==> config.mk <==
export PLATFORM = sky130hd
export DESIGN_NAME = coeff_pair_streamer
export DESIGN_NICKNAME = d
export VERILOG_FILES = /design/src/rtl/coeff_pair_streamer.sv
export SDC_FILE = /design/constraint.sdc
export NUM_CORES = 1
export LEC_CHECK = 0
export CAP_MARGIN = 5
export CORE_MARGIN = 1
export CORE_UTILIZATION = 56
export DETAILED_ROUTE_END_ITERATION = 8
export GPL_TIMING_DRIVEN = 0
export PLACE_DENSITY_LB_ADDON = 0.25
export SETUP_SLACK_MARGIN = 0.5
export SLEW_MARGIN = 20
export SYNTH_ARGS = -nofsm -noshare
export SYNTH_HDL_FRONTEND = slang
export SYNTH_SLANG_ARGS = --single-unit
==> constraint.sdc <==
create_clock -name clk -period 5.5 [get_ports clk]
set_clock_uncertainty 0.2 [all_clocks]
set_input_delay 1.1 -clock clk [delete_from_list [all_inputs] [get_ports clk]]
set_output_delay 1.1 -clock clk [all_outputs]
set_load 0.05 [all_outputs]
==> src/rtl/coeff_pair_streamer.sv <==
// coeff_pair_streamer
// Captures the even/odd coefficient pair read from the bank picked by the
// one-hot ramF_enable. The enable is delayed to line up with the bank read
// latency. Pairs are buffered in a small FIFO and streamed out on valid/ready.
// The upstream address controller cannot stall, so a pair that arrives while
// the FIFO is full is dropped and flagged.
//
// Optional feature macro: COEFF_STREAMER_PARITY_EN. When it is defined, each
// FIFO entry stores an even-parity bit ^{data_a,data_b}, which is presented on
// out_parity.
//
// Ports
//   clk, reset_n          clock, synchronous active-low reset
//   in_ramF_enable        one-hot bank select from the address controller
//   in_ram_done           frame-end indication from the address controller
//   rd_data_a/rd_data_b   packed bank read data, bank k at [k*DATA_W +: DATA_W]
//   out_valid/out_ready   output stream handshake
//   out_data_a/b,out_last head-of-FIFO pair and its end-of-frame tag
//   fifo_count            FIFO occupancy
//   overflow              sticky: pair dropped on a full FIFO
//   sel_err               sticky: non-one-hot delayed enable during FILL
//   short_frame           sticky: frame ended early by in_ram_done
//   done                  frame fully drained; holds until reset
//   out_parity            (parity build only) parity of the head pair
module coeff_pair_streamer #(
    parameter int unsigned NUM_OF_ROM     = 32,
    parameter int unsigned RAMY_EN_LENGTH = 2**($clog2(128) - $clog2(NUM_OF_ROM)),
    parameter int unsigned DATA_W         = 16,
    parameter int unsigned RD_LATENCY     = 1,
    parameter int unsigned FIFO_DEPTH     = 8,
    parameter int unsigned PAIR_COUNT     = 256
) (
    input  logic                               clk,
    input  logic                               reset_n,
    input  logic [RAMY_EN_LENGTH-1:0]          in_ramF_enable,
    input  logic                               in_ram_done,
    input  logic [RAMY_EN_LENGTH*DATA_W-1:0]   rd_data_a,
    input  logic [RAMY_EN_LENGTH*DATA_W-1:0]   rd_data_b,
    output logic                               out_valid,
    input  logic                               out_ready,
    output logic [DATA_W-1:0]                  out_data_a,
    output logic [DATA_W-1:0]                  out_data_b,
    output logic                               out_last,
    output logic [$clog2(FIFO_DEPTH):0]        fifo_count,
    output logic                               overflow,
    output logic                               sel_err,
    output logic                               short_frame,
    output logic                               done
`ifdef COEFF_STREAMER_PARITY_EN
    ,
    output logic                               out_parity
`endif
);

    localparam int unsigned SEL_W  = RAMY_EN_LENGTH;
    localparam int unsigned PTR_W  = $clog2(FIFO_DEPTH);
    localparam int unsigned CNT_W  = PTR_W + 1;
    localparam int unsigned PCNT_W = $clog2(PAIR_COUNT + 1);

    typedef enum logic [1:0] {IDLE, FILL, DRAIN, DONE} state_t;

    state_t state, state_nx;

    function automatic logic is_onehot(input logic [SEL_W-1:0] v);
        return (v != '0) && ((v & (v - SEL_W'(1))) == '0);
    endfunction

    // Enable delay line; the vld bit marks entries sampled inside the frame
    logic [SEL_W-1:0]      dly_en [RD_LATENCY];
    logic [RD_LATENCY-1:0] dly_vld;
    logic [SEL_W-1:0]      head_en;
    logic                  head_vld;

    logic [DATA_W-1:0]     mem_a [FIFO_DEPTH];
    logic [DATA_W-1:0]     mem_b [FIFO_DEPTH];
    logic [FIFO_DEPTH-1:0] mem_last;
    logic [PTR_W-1:0]      wr_ptr, rd_ptr;
    logic [PCNT_W-1:0]     pair_cnt;

    logic                  track_c, push_c, last_c, retag_c, sel_set_c, short_set_c;
    logic                  pop_c, full_c, wr_en_c;
    logic [CNT_W-1:0]      count_nx_c;
    logic [DATA_W-1:0]     sel_a_c, sel_b_c;

    assign head_en  = dly_en[RD_LATENCY-1];
    assign head_vld = dly_vld[RD_LATENCY-1];

    // Bank select of the read data by the delayed enable
    always_comb begin
        sel_a_c = '0;
        sel_b_c = '0;
        for (int k = 0; k < int'(SEL_W); k++) begin
            if (head_en[k]) begin
                sel_a_c = rd_data_a[k*DATA_W +: DATA_W];
                sel_b_c = rd_data_b[k*DATA_W +: DATA_W];
            end
        end
    end

    // State register
    always_ff @(posedge clk) begin
        if (!reset_n) state <= IDLE;
        else          state <= state_nx;
    end

    // Next state and capture control; in_ram_done wins over the pending pair
    always_comb begin
        state_nx    = state;
        track_c     = 1'b0;
        push_c      = 1'b0;
        last_c      = 1'b0;
        retag_c     = 1'b0;
        sel_set_c   = 1'b0;
        short_set_c = 1'b0;
        case (state)
            IDLE: begin
                if (is_onehot(in_ramF_enable)) begin
                    track_c  = 1'b1;
                    state_nx = FILL;
                end
            end
            FILL: begin
                track_c = 1'b1;
                if (in_ram_done) begin
                    short_set_c = 1'b1;
                    retag_c     = 1'b1;
                    state_nx    = DRAIN;
                end else if (head_vld) begin
                    if (is_onehot(head_en)) begin
                        push_c = 1'b1;
                        if (pair_cnt == PCNT_W'(PAIR_COUNT - 1)) begin
                            last_c   = 1'b1;
                            state_nx = DRAIN;
                        end
                    end else begin
                        sel_set_c = 1'b1;
                    end
                end
            end
            DRAIN: begin
                if (fifo_count == '0) state_nx = DONE;
            end
            default: state_nx = DONE;
        endcase
    end

    // FIFO handshake arithmetic
    always_comb begin
        pop_c   = out_valid && out_ready;
        full_c  = (fifo_count == CNT_W'(FIFO_DEPTH));
        wr_en_c = push_c && (!full_c || pop_c);
        count_nx_c = fifo_count;
        if (wr_en_c && !pop_c)      count_nx_c = fifo_count + CNT_W'(1);
        else if (!wr_en_c && pop_c) count_nx_c = fifo_count - CNT_W'(1);
    end

    // Enable delay line
    always_ff @(posedge clk) begin
        if (!reset_n) begin
            for (int i = 0; i < int'(RD_LATENCY); i++) dly_en[i] <= '0;
            dly_vld <= '0;
        end else begin
            dly_en[0]  <= track_c ? in_ramF_enable : '0;
            dly_vld[0] <= track_c;
            for (int i = 1; i < int'(RD_LATENCY); i++) begin
                dly_en[i]  <= dly_en[i-1];
                dly_vld[i] <= dly_vld[i-1];
            end
        end
    end

    // FIFO storage, pointers, counters and sticky flags
    always_ff @(posedge clk) begin
        if (!reset_n) begin
            for (int i = 0; i < int'(FIFO_DEPTH); i++) begin
                mem_a[i] <= '0;
                mem_b[i] <= '0;
            end
            mem_last    <= '0;
            wr_ptr      <= '0;
            rd_ptr      <= '0;
            fifo_count  <= '0;
            out_valid   <= 1'b0;
            pair_cnt    <= '0;
            overflow    <= 1'b0;
            sel_err     <= 1'b0;
            short_frame <= 1'b0;
            done        <= 1'b0;
        end else begin
            if (wr_en_c) begin
                mem_a[wr_ptr]    <= sel_a_c;
                mem_b[wr_ptr]    <= sel_b_c;
                mem_last[wr_ptr] <= last_c;
                wr_ptr           <= wr_ptr + PTR_W'(1);
            end
            // Early frame end: the newest buffered pair becomes the last one
            if (retag_c && (fifo_count != '0)) mem_last[wr_ptr - PTR_W'(1)] <= 1'b1;
            if (pop_c)  rd_ptr   <= rd_ptr + PTR_W'(1);
            if (push_c) pair_cnt <= pair_cnt + PCNT_W'(1);
            fifo_count <= count_nx_c;
            out_valid  <= (count_nx_c != '0);
            if (push_c && full_c && !pop_c) overflow <= 1'b1;
            if (sel_set_c)   sel_err     <= 1'b1;
            if (short_set_c) short_frame <= 1'b1;
            done <= (state_nx == DONE);
        end
    end

    assign out_data_a = mem_a[rd_ptr];
    assign out_data_b = mem_b[rd_ptr];
    assign out_last   = mem_last[rd_ptr];

`ifdef COEFF_STREAMER_PARITY_EN
    logic [FIFO_DEPTH-1:0] mem_par;

    // Even parity travels with each entry
    always_ff @(posedge clk) begin
        if (!reset_n)     mem_par         <= '0;
        else if (wr_en_c) mem_par[wr_ptr] <= ^{sel_a_c, sel_b_c};
    end

    assign out_parity = mem_par[rd_ptr];
`endif

endmodule

==> qor.log, run 1 <==
INFO  routing        detail_route.first_pass.iterations=5
INFO  yosys          post_synthesis_instance_area=0.0138sqmm
INFO  finish         most_common_cell_after_layout_fill_and_taps_aside=sky130_fd_sc_hd__nor2_1
INFO  die            std_cell_rows=57
INFO  sta            rsz_0062_raised_after_global_routing=no
INFO  status         result_of_the_run=finished clean
INFO  routing        per_cell_via_count_in_the_routed_design=6.19
INFO  worst_setup_path worst-path-max-fanout=10
INFO  global_routing grt.total_usage=30.7%
INFO  finish         layout.core_utilization=71.1%
INFO  clock_tree     clock_latency=0.55ns
INFO  routing        routed_wl=38500um
INFO  die            fp.dieArea=0.0253sqmm
INFO  clock_tree     cts.clk_slew.worst_paths=0.06ns
INFO  sta            finalSetupViolations=0
INFO  finish         fin_nets=1433
INFO  yosys          syn_avg_cell_area=12.8squm
INFO  finish         most-common-layout-cells=286 x sky130_fd_sc_hd__nor2_1, 256 x sky130_fd_sc_hd__edfxtp_1, 177 x sky130_fd_sc_hd__clkdlybuf4s50_1, 72 x sky130_fd_sc_hd__clkbuf_1, 66 x sky130_fd_sc_hd__mux4_2
INFO  clock_tree     clock_tree.buffer_depth=3
INFO  yosys          synth-edff-count=256
INFO  global_routing largest_net_degree_at_the_start_of_global_routing=21
INFO  global_routing globalRoute.totalOverflow=0
INFO  sta            timing.final.crit_period=4.83ns
INFO  yosys          syn-instance-count=1074
INFO  die            dieHeight=159um
INFO  sta            max_freq=207MHz
INFO  finish         syn2layout_area_growth=25.0%
INFO  pwr            cellPowerDensity=342mW/mm^2
INFO  placed_design  port_buffers=177
INFO  global_routing antenna_violations_before_repair=0
INFO  sta            worst_pin_slew=1.06ns
INFO  die            die_span_x=159um
INFO  routing        detail_route.drc_violations=0
INFO  finish         insertedDiodeCount=0
INFO  placed_design  gp_routability_congestion=0.922
INFO  sta            timing_hold_violations_final=0
INFO  sta            timing.setup.tns=0ns
INFO  yosys          synthFlopType=sky130_fd_sc_hd__edfxtp_1
INFO  clock_tree     tritoncts.num_buffers=28
INFO  clock_tree     cts_hold_buffers=0
INFO  worst_setup_path critical_path_required=4.20ns
INFO  pwr            vdd_ir_drop_max=0.000231V
INFO  global_routing first_global_vias=10.1k
INFO  routing        routed_wirelength_normalized_by_instance_count=23.6um
INFO  yosys          yosys.area.top_type_share=55.7%
INFO  finish         fin_cells=1635
INFO  worst_setup_path arrival_time_of_the_worst_setup_path=3.53ns
INFO  worst_setup_path critical_path_class=reg -> out
INFO  clock_tree     ctsHtreeMaxLevel=1
INFO  global_routing global_route_wire_length_before_repair=58300um
INFO  routing        dr_vias=10.1k
INFO  routing        drt_iter0_markers=1177
INFO  yosys          yosysSeqAreaShare=61.8%
INFO  die            ioPinCount=178
INFO  yosys          netlist-cell-type-count=56
INFO  placed_design  place.detailed.instances=1584
INFO  die            initial_core_util=56.9%
INFO  yosys          postSynthRegisterBits=298
INFO  die            design.core.area=0.0242sqmm
INFO  yosys          async_flop_share=0%
INFO  clock_tree     clock_sinks=298
INFO  yosys          post_synth_main_area_contributors=sky130_fd_sc_hd__edfxtp_1 56%, sky130_fd_sc_hd__mux4_2 11%, sky130_fd_sc_hd__nor2_1 7.8%
INFO  worst_setup_path critical_path.endpoint_type=output pin
INFO  hold_path      hold_class=reg -> reg
INFO  yosys          synthDominantAreaCellType=sky130_fd_sc_hd__edfxtp_1
INFO  sta            post-route-period-util=87.9%
INFO  yosys          net_count_after_synthesis=1217
INFO  pwr            leakage=5.71nW
INFO  job            max-cap-violations=0
INFO  placed_design  place.detailed.hpwl=26000um
INFO  worst_setup_path timing.critical_path.from_type=register
INFO  sta            finalMaxSlewViolations=0
INFO  yosys          synthesis.yosys.warnings=0
INFO  finish         final_layout_size_suffix_gt1_share=12.9%
INFO  sta            rel_slew_slack=29.4%
INFO  finish         final.fill_count=1664
INFO  clock_tree     cts_tree=done
INFO  clock_tree     ctsRootBufferMaster=sky130_fd_sc_hd__clkbuf_16
INFO  clock_tree     post_cts_buffers=0
INFO  clock_tree     post_cts.resized_instances=12
INFO  routing        route.antenna.remaining_nets=0
[stage by stage]
| step | worst slack, ns | total power, mW | hold slack (ns) | area [sq um] |
|---|---|---|---|---|
| 3_5_place_dp | 0.810 | 4.02 | 0.242 | 16300 |
| 6_report | 0.667 | 5.89 | 0.269 | 17200 |
| 4_1_cts | 0.517 | 5.90 | 0.275 | 17200 |
| 2_1_floorplan | 0.627 | 3.53 | 0.247 | 13800 |
| 3_3_place_gp | -2.25 | 3.98 | 0.245 | 16000 |
| 5_1_grt | 0.584 | 6.07 | 0.303 | 17200 |
[worst paths after layout]
| path | to | from | cells after the start | slack, ns |
|---|---|---|---|---|
| min reg2reg | short_frame | short_frame | 2 | 0.27 |
| min | short_frame | short_frame | 2 | 0.27 |
| max | out_data_b[11] | register | 5 | 0.67 |
| max reg2reg | mem_a[7][13] | dly_en[0][3] | 5 | 1.81 |
[logic make-up after synthesis]
kind of cell / Yosys count / share of synthesized area, %
AOI/OAI and AO/OA: 122 / 5.93
xor gates and xnor gates: 14 / 0.889
adders and majority gates: 7 / 0.635
buffers and inverters: 89 / 2.55
DFF: 298 / 61.8
muxes: 103 / 13.8
and+or+nand+nor: 441 / 14.4
[report_power, final]
part	total [mW]	internal [mW]	switching, mW
registers	2.60	2.54	0.0558
logic	1.39	0.591	0.798
clock network	1.90	1.10	0.808
total	5.89	4.23	1.66
[cell type report]
cell class / instances / area, sq um / share of cell area [%]
Inverter: 10 / 37.5 / 0.218
Clock inverter: 16 / 148 / 0.856
Buffer: 79 / 360 / 2.09
Tap cell: 324 / 405 / 2.35
Clock buffer: 35 / 748 / 4.34
Timing Repair Buffer: 186 / 2020 / 11.7
Sequential cell: 298 / 8530 / 49.5
Multi-Input combinational cell: 687 / 4990 / 29.0
[worst max-delay path, cell delays in order, from the launching register on]
cell and delay, ns:
sky130_fd_sc_hd__dfxtp_1 0.30, sky130_fd_sc_hd__clkbuf_1 0.50, sky130_fd_sc_hd__clkbuf_1 0.77, sky130_fd_sc_hd__mux4_2 0.40
sky130_fd_sc_hd__mux2_2 0.30, sky130_fd_sc_hd__clkdlybuf4s50_1 0.71
[metal layers]
metal | vias to the layer above | GRT usage (%) | wire [um]
li1 | 4451 | - | -
met1 | 4977 | 40.3 | 14200
met2 | 615 | 52.8 | 19500
met3 | 71 | 4.77 | 3830
met4 | 0 | 10.1 | 954
met5 | - | 0 | 0
[synthesized netlist by cell type, drive strengths merged (10+ instances only)]
master / count
dfxtp: 42
nand2: 19
mux2: 33
clkbuf: 67
nor2: 286
a221oi: 31
xnor2: 10
nand4: 13
mux4: 66
edfxtp: 256
nor3: 37
nor2b: 37
nand3: 15
a21oi: 45
inv: 10
o21ai: 15
buf: 12
[registers in the layout (all words and copies together), names as in the netlist, named ones only]
register	count
overflow	1
short_frame	1
rd_ptr	3
wr_ptr	3
state	2
dly_vld	1
mem_a	128
dly_en	4
pair_cnt	9
done	1
out_valid	1
mem_last	8
sel_err	1
fifo_count	4
mem_b	128
Note: power is estimated with default switching activity, not from simulation.
==> inputs of run 2 (changes only) <==
Settings changed: CORE_UTILIZATION 56 to 37.
==> run 2 against run 1 <==
Clock-buffer cell count increased by 7. Critical path depth unchanged. Sequential cell count did not move. Sequential power about the same. First-iteration DRC count fell by 23%. Clock power increased by 14%. Routed wire length grew 5.1%. Non-clock buffer count increased by 1. Core utilization decreased by 23 points. Critical endpoint is now out_data_b[2].
==> qor.log, run 2 (synthesis results as in run 1) <==
INFO  status         result_of_the_run=finished clean
INFO  routing        per_cell_via_count_in_the_routed_design=5.52
INFO  pwr            leakage=5.81nW
INFO  global_routing globalRoute.totalOverflow=0
INFO  finish         syn2layout_area_growth=27.6%
INFO  worst_setup_path worstSetupPathDepth=5
INFO  worst_setup_path critical_path_class=reg -> out
INFO  finish         final.fill_count=3270
INFO  clock_tree     clock_sinks=298
INFO  worst_setup_path timing.critical_path.buf_inv=3
INFO  worst_setup_path regToRegEndpoint=mem_a[5][3]
INFO  routing        drt_iter0_markers=907
INFO  pwr            share_clk_of_total_power=35.2%
INFO  placed_design  gp_routability_congestion=0.876
INFO  placed_design  place.detailed.hpwl=28600um
INFO  clock_tree     cts.clk_slew.worst_paths=0.06ns
INFO  routing        detail_route.first_pass.iterations=7
INFO  finish         most_common_cell_after_layout_fill_and_taps_aside=sky130_fd_sc_hd__nor2_1
INFO  pwr            vdd_ir_drop_max=0.000215V
INFO  finish         most-common-layout-cells=286 x sky130_fd_sc_hd__nor2_1, 256 x sky130_fd_sc_hd__edfxtp_1, 177 x sky130_fd_sc_hd__clkdlybuf4s50_1, 74 x sky130_fd_sc_hd__clkbuf_1, 66 x sky130_fd_sc_hd__mux4_2
INFO  die            initial_core_util=37.7%
INFO  worst_setup_path worst-path-max-fanout=10
INFO  die            fp.dieArea=0.0381sqmm
INFO  routing        routed_wirelength_normalized_by_instance_count=22.6um
INFO  worst_setup_path timing.critical_path.slowest_stage_cell=sky130_fd_sc_hd__clkbuf_1
INFO  job            max-cap-violations=0
INFO  pwr            power_report.internal_total=4.42mW
INFO  worst_setup_path critical_path_required=4.20ns
INFO  pwr            report.power.total=6.17mW
INFO  worst_setup_path rr_startpoint=dly_en[0][3]
INFO  clock_tree     tritoncts.num_buffers=34
INFO  pwr            switchingPower=1.75mW
INFO  worst_setup_path path_cells=clkbuf_1, clkbuf_1, mux4_2, mux2_2, clkdlybuf4s50_1
INFO  sta            timing_hold_violations_final=0
INFO  global_routing largest_net_degree_at_the_start_of_global_routing=24
INFO  sta            max_freq=207MHz
INFO  routing        dr_vias=9865
INFO  routing        routed_wl=40500um
INFO  sta            whs=0.261ns
INFO  finish         fin_nets=1440
INFO  routing        route.antenna.remaining_nets=0
INFO  die            die_span_x=195um
INFO  worst_setup_path crit_family=buffers and inverters
INFO  finish         fin_cells=1788
INFO  placed_design  dpl_cell_area=0.0165sqmm
INFO  clock_tree     cts_tree=done
INFO  die            ioPinCount=178
INFO  global_routing antenna_violations_before_repair=0
INFO  global_routing first_global_vias=9980
INFO  sta            post-route-period-util=87.7%
INFO  global_routing grt.total_usage=21.4%
INFO  placed_design  place.detailed.instances=1729
INFO  clock_tree     cts_hold_buffers=0
INFO  worst_setup_path path_common_cell=sky130_fd_sc_hd__clkbuf_1
INFO  placed_design  port_buffers=177
INFO  pwr            cellPowerDensity=351mW/mm^2
INFO  clock_tree     post_cts_buffers=0
INFO  die            design.core.area=0.0366sqmm
INFO  hold_path      hold_class=reg -> reg
INFO  pwr            p_comb_share=22.8%
INFO  finish         reg.largest.list=mem_a: 128 flops, mem_b: 128 flops, pair_cnt: 9 flops
INFO  sta            finalSetupViolations=0
INFO  pwr            power_frac_seq=42.1%
INFO  sta            worst_pin_slew=1.06ns
INFO  sta            finalMaxSlewViolations=0
INFO  pwr            power_switching_share=28.4%
INFO  die            dieHeight=195um
INFO  sta            rel_slew_slack=29.7%
INFO  worst_setup_path timing.critical_path.from_type=register
INFO  worst_setup_path worst-r2r-cell-count=5
INFO  worst_setup_path critical_path.endpoint_type=output pin
INFO  clock_tree     ctsHtreeMaxLevel=2
INFO  worst_setup_path arrival_time_of_the_worst_setup_path=3.53ns
INFO  global_routing global_route_wire_length_before_repair=60700um
INFO  clock_tree     clock_latency=0.51ns
INFO  finish         layout.core_utilization=48.1%
INFO  finish         insertedDiodeCount=0
INFO  routing        detail_route.drc_violations=0
INFO  sta            timing.final.crit_period=4.83ns
INFO  finish         final_layout_size_suffix_gt1_share=13.7%
INFO  clock_tree     clock_tree.buffer_depth=3
INFO  sta            rsz_0062_raised_after_global_routing=no
INFO  die            std_cell_rows=70
INFO  clock_tree     ctsRootBufferMaster=sky130_fd_sc_hd__clkbuf_16
INFO  worst_setup_path max_stage_delay=0.74ns
INFO  worst_setup_path rrSetupSlack=1.70ns
INFO  worst_setup_path timing.critical_path.to=out_data_b[2]
INFO  finish         finalInstanceArea=0.0176sqmm
-- run 2: cell type report --
type / instances / area [sq um] / area share (%)
multi-input combinational: 687 / 4990 / 28.4
buffer: 79 / 360 / 2.05
clock inverter: 17 / 181 / 1.03
clock buffer: 42 / 881 / 5.01
inverter: 10 / 37.5 / 0.213
tap: 468 / 586 / 3.33
timing repair buffer: 187 / 2030 / 11.5
sequential: 298 / 8530 / 48.5
-- run 2: how the worst min path moves through the flow --
stage                  endpoint   startpoint  depth (start not counted)  slack (ns)
global placement    short_frame  short_frame                          2        0.24
floorplan           mem_last[1]  mem_last[1]                          2        0.25
CTS                 short_frame  short_frame                          2        0.26
detailed placement  short_frame  short_frame                          2        0.24
global route        short_frame  short_frame                          2        0.29
finish              short_frame  short_frame                          2        0.26
-- run 2: per-layer routing --
| layer | wire (um) | up-vias | GRT usage (%) |
|---|---|---|---|
| met2 | 19400 | 415 | 34.8 |
| met1 | 16500 | 4917 | 28.6 |
| met3 | 3280 | 62 | 4.06 |
| met4 | 1280 | 0 | 7.76 |
| li1 | - | 4471 | - |
| met5 | 0 | - | 0 |
-- run 2: stage by stage --
step | setup WS [ns] | setup TNS, ns
after global routing | 0.634 | 0
final | 0.674 | 0
after CTS | 0.513 | 0
after global placement | -2.76 | -443.36
after detailed placement | 0.774 | 0
after floorplan | 0.627 | 0
-- run 2: power groups by stage --
stage	logic [mW]	registers, mW	clock network [mW]
floorplan	0.850	2.68	0
CTS	1.41	2.60	2.20
global placement	1.37	2.65	0
finish	1.40	2.60	2.17
detailed placement	1.40	2.64	0
global route	1.49	2.60	2.29
-- run 2: worst register-to-register path, cell delays in order (launching register included) --
cell                       delay [ns]
sky130_fd_sc_hd__dfxtp_1         0.33
sky130_fd_sc_hd__clkbuf_1        0.37
sky130_fd_sc_hd__o311ai_2        0.87
sky130_fd_sc_hd__nand4_1         0.59
sky130_fd_sc_hd__o21ai_4         0.88
sky130_fd_sc_hd__buf_16          0.27
-- run 2: timing repair --
item                                    in CTS  in global routing
gates cloned                                 0                  0
endpoints found under the setup margin      32                 32
gates resized for setup                     12                  2
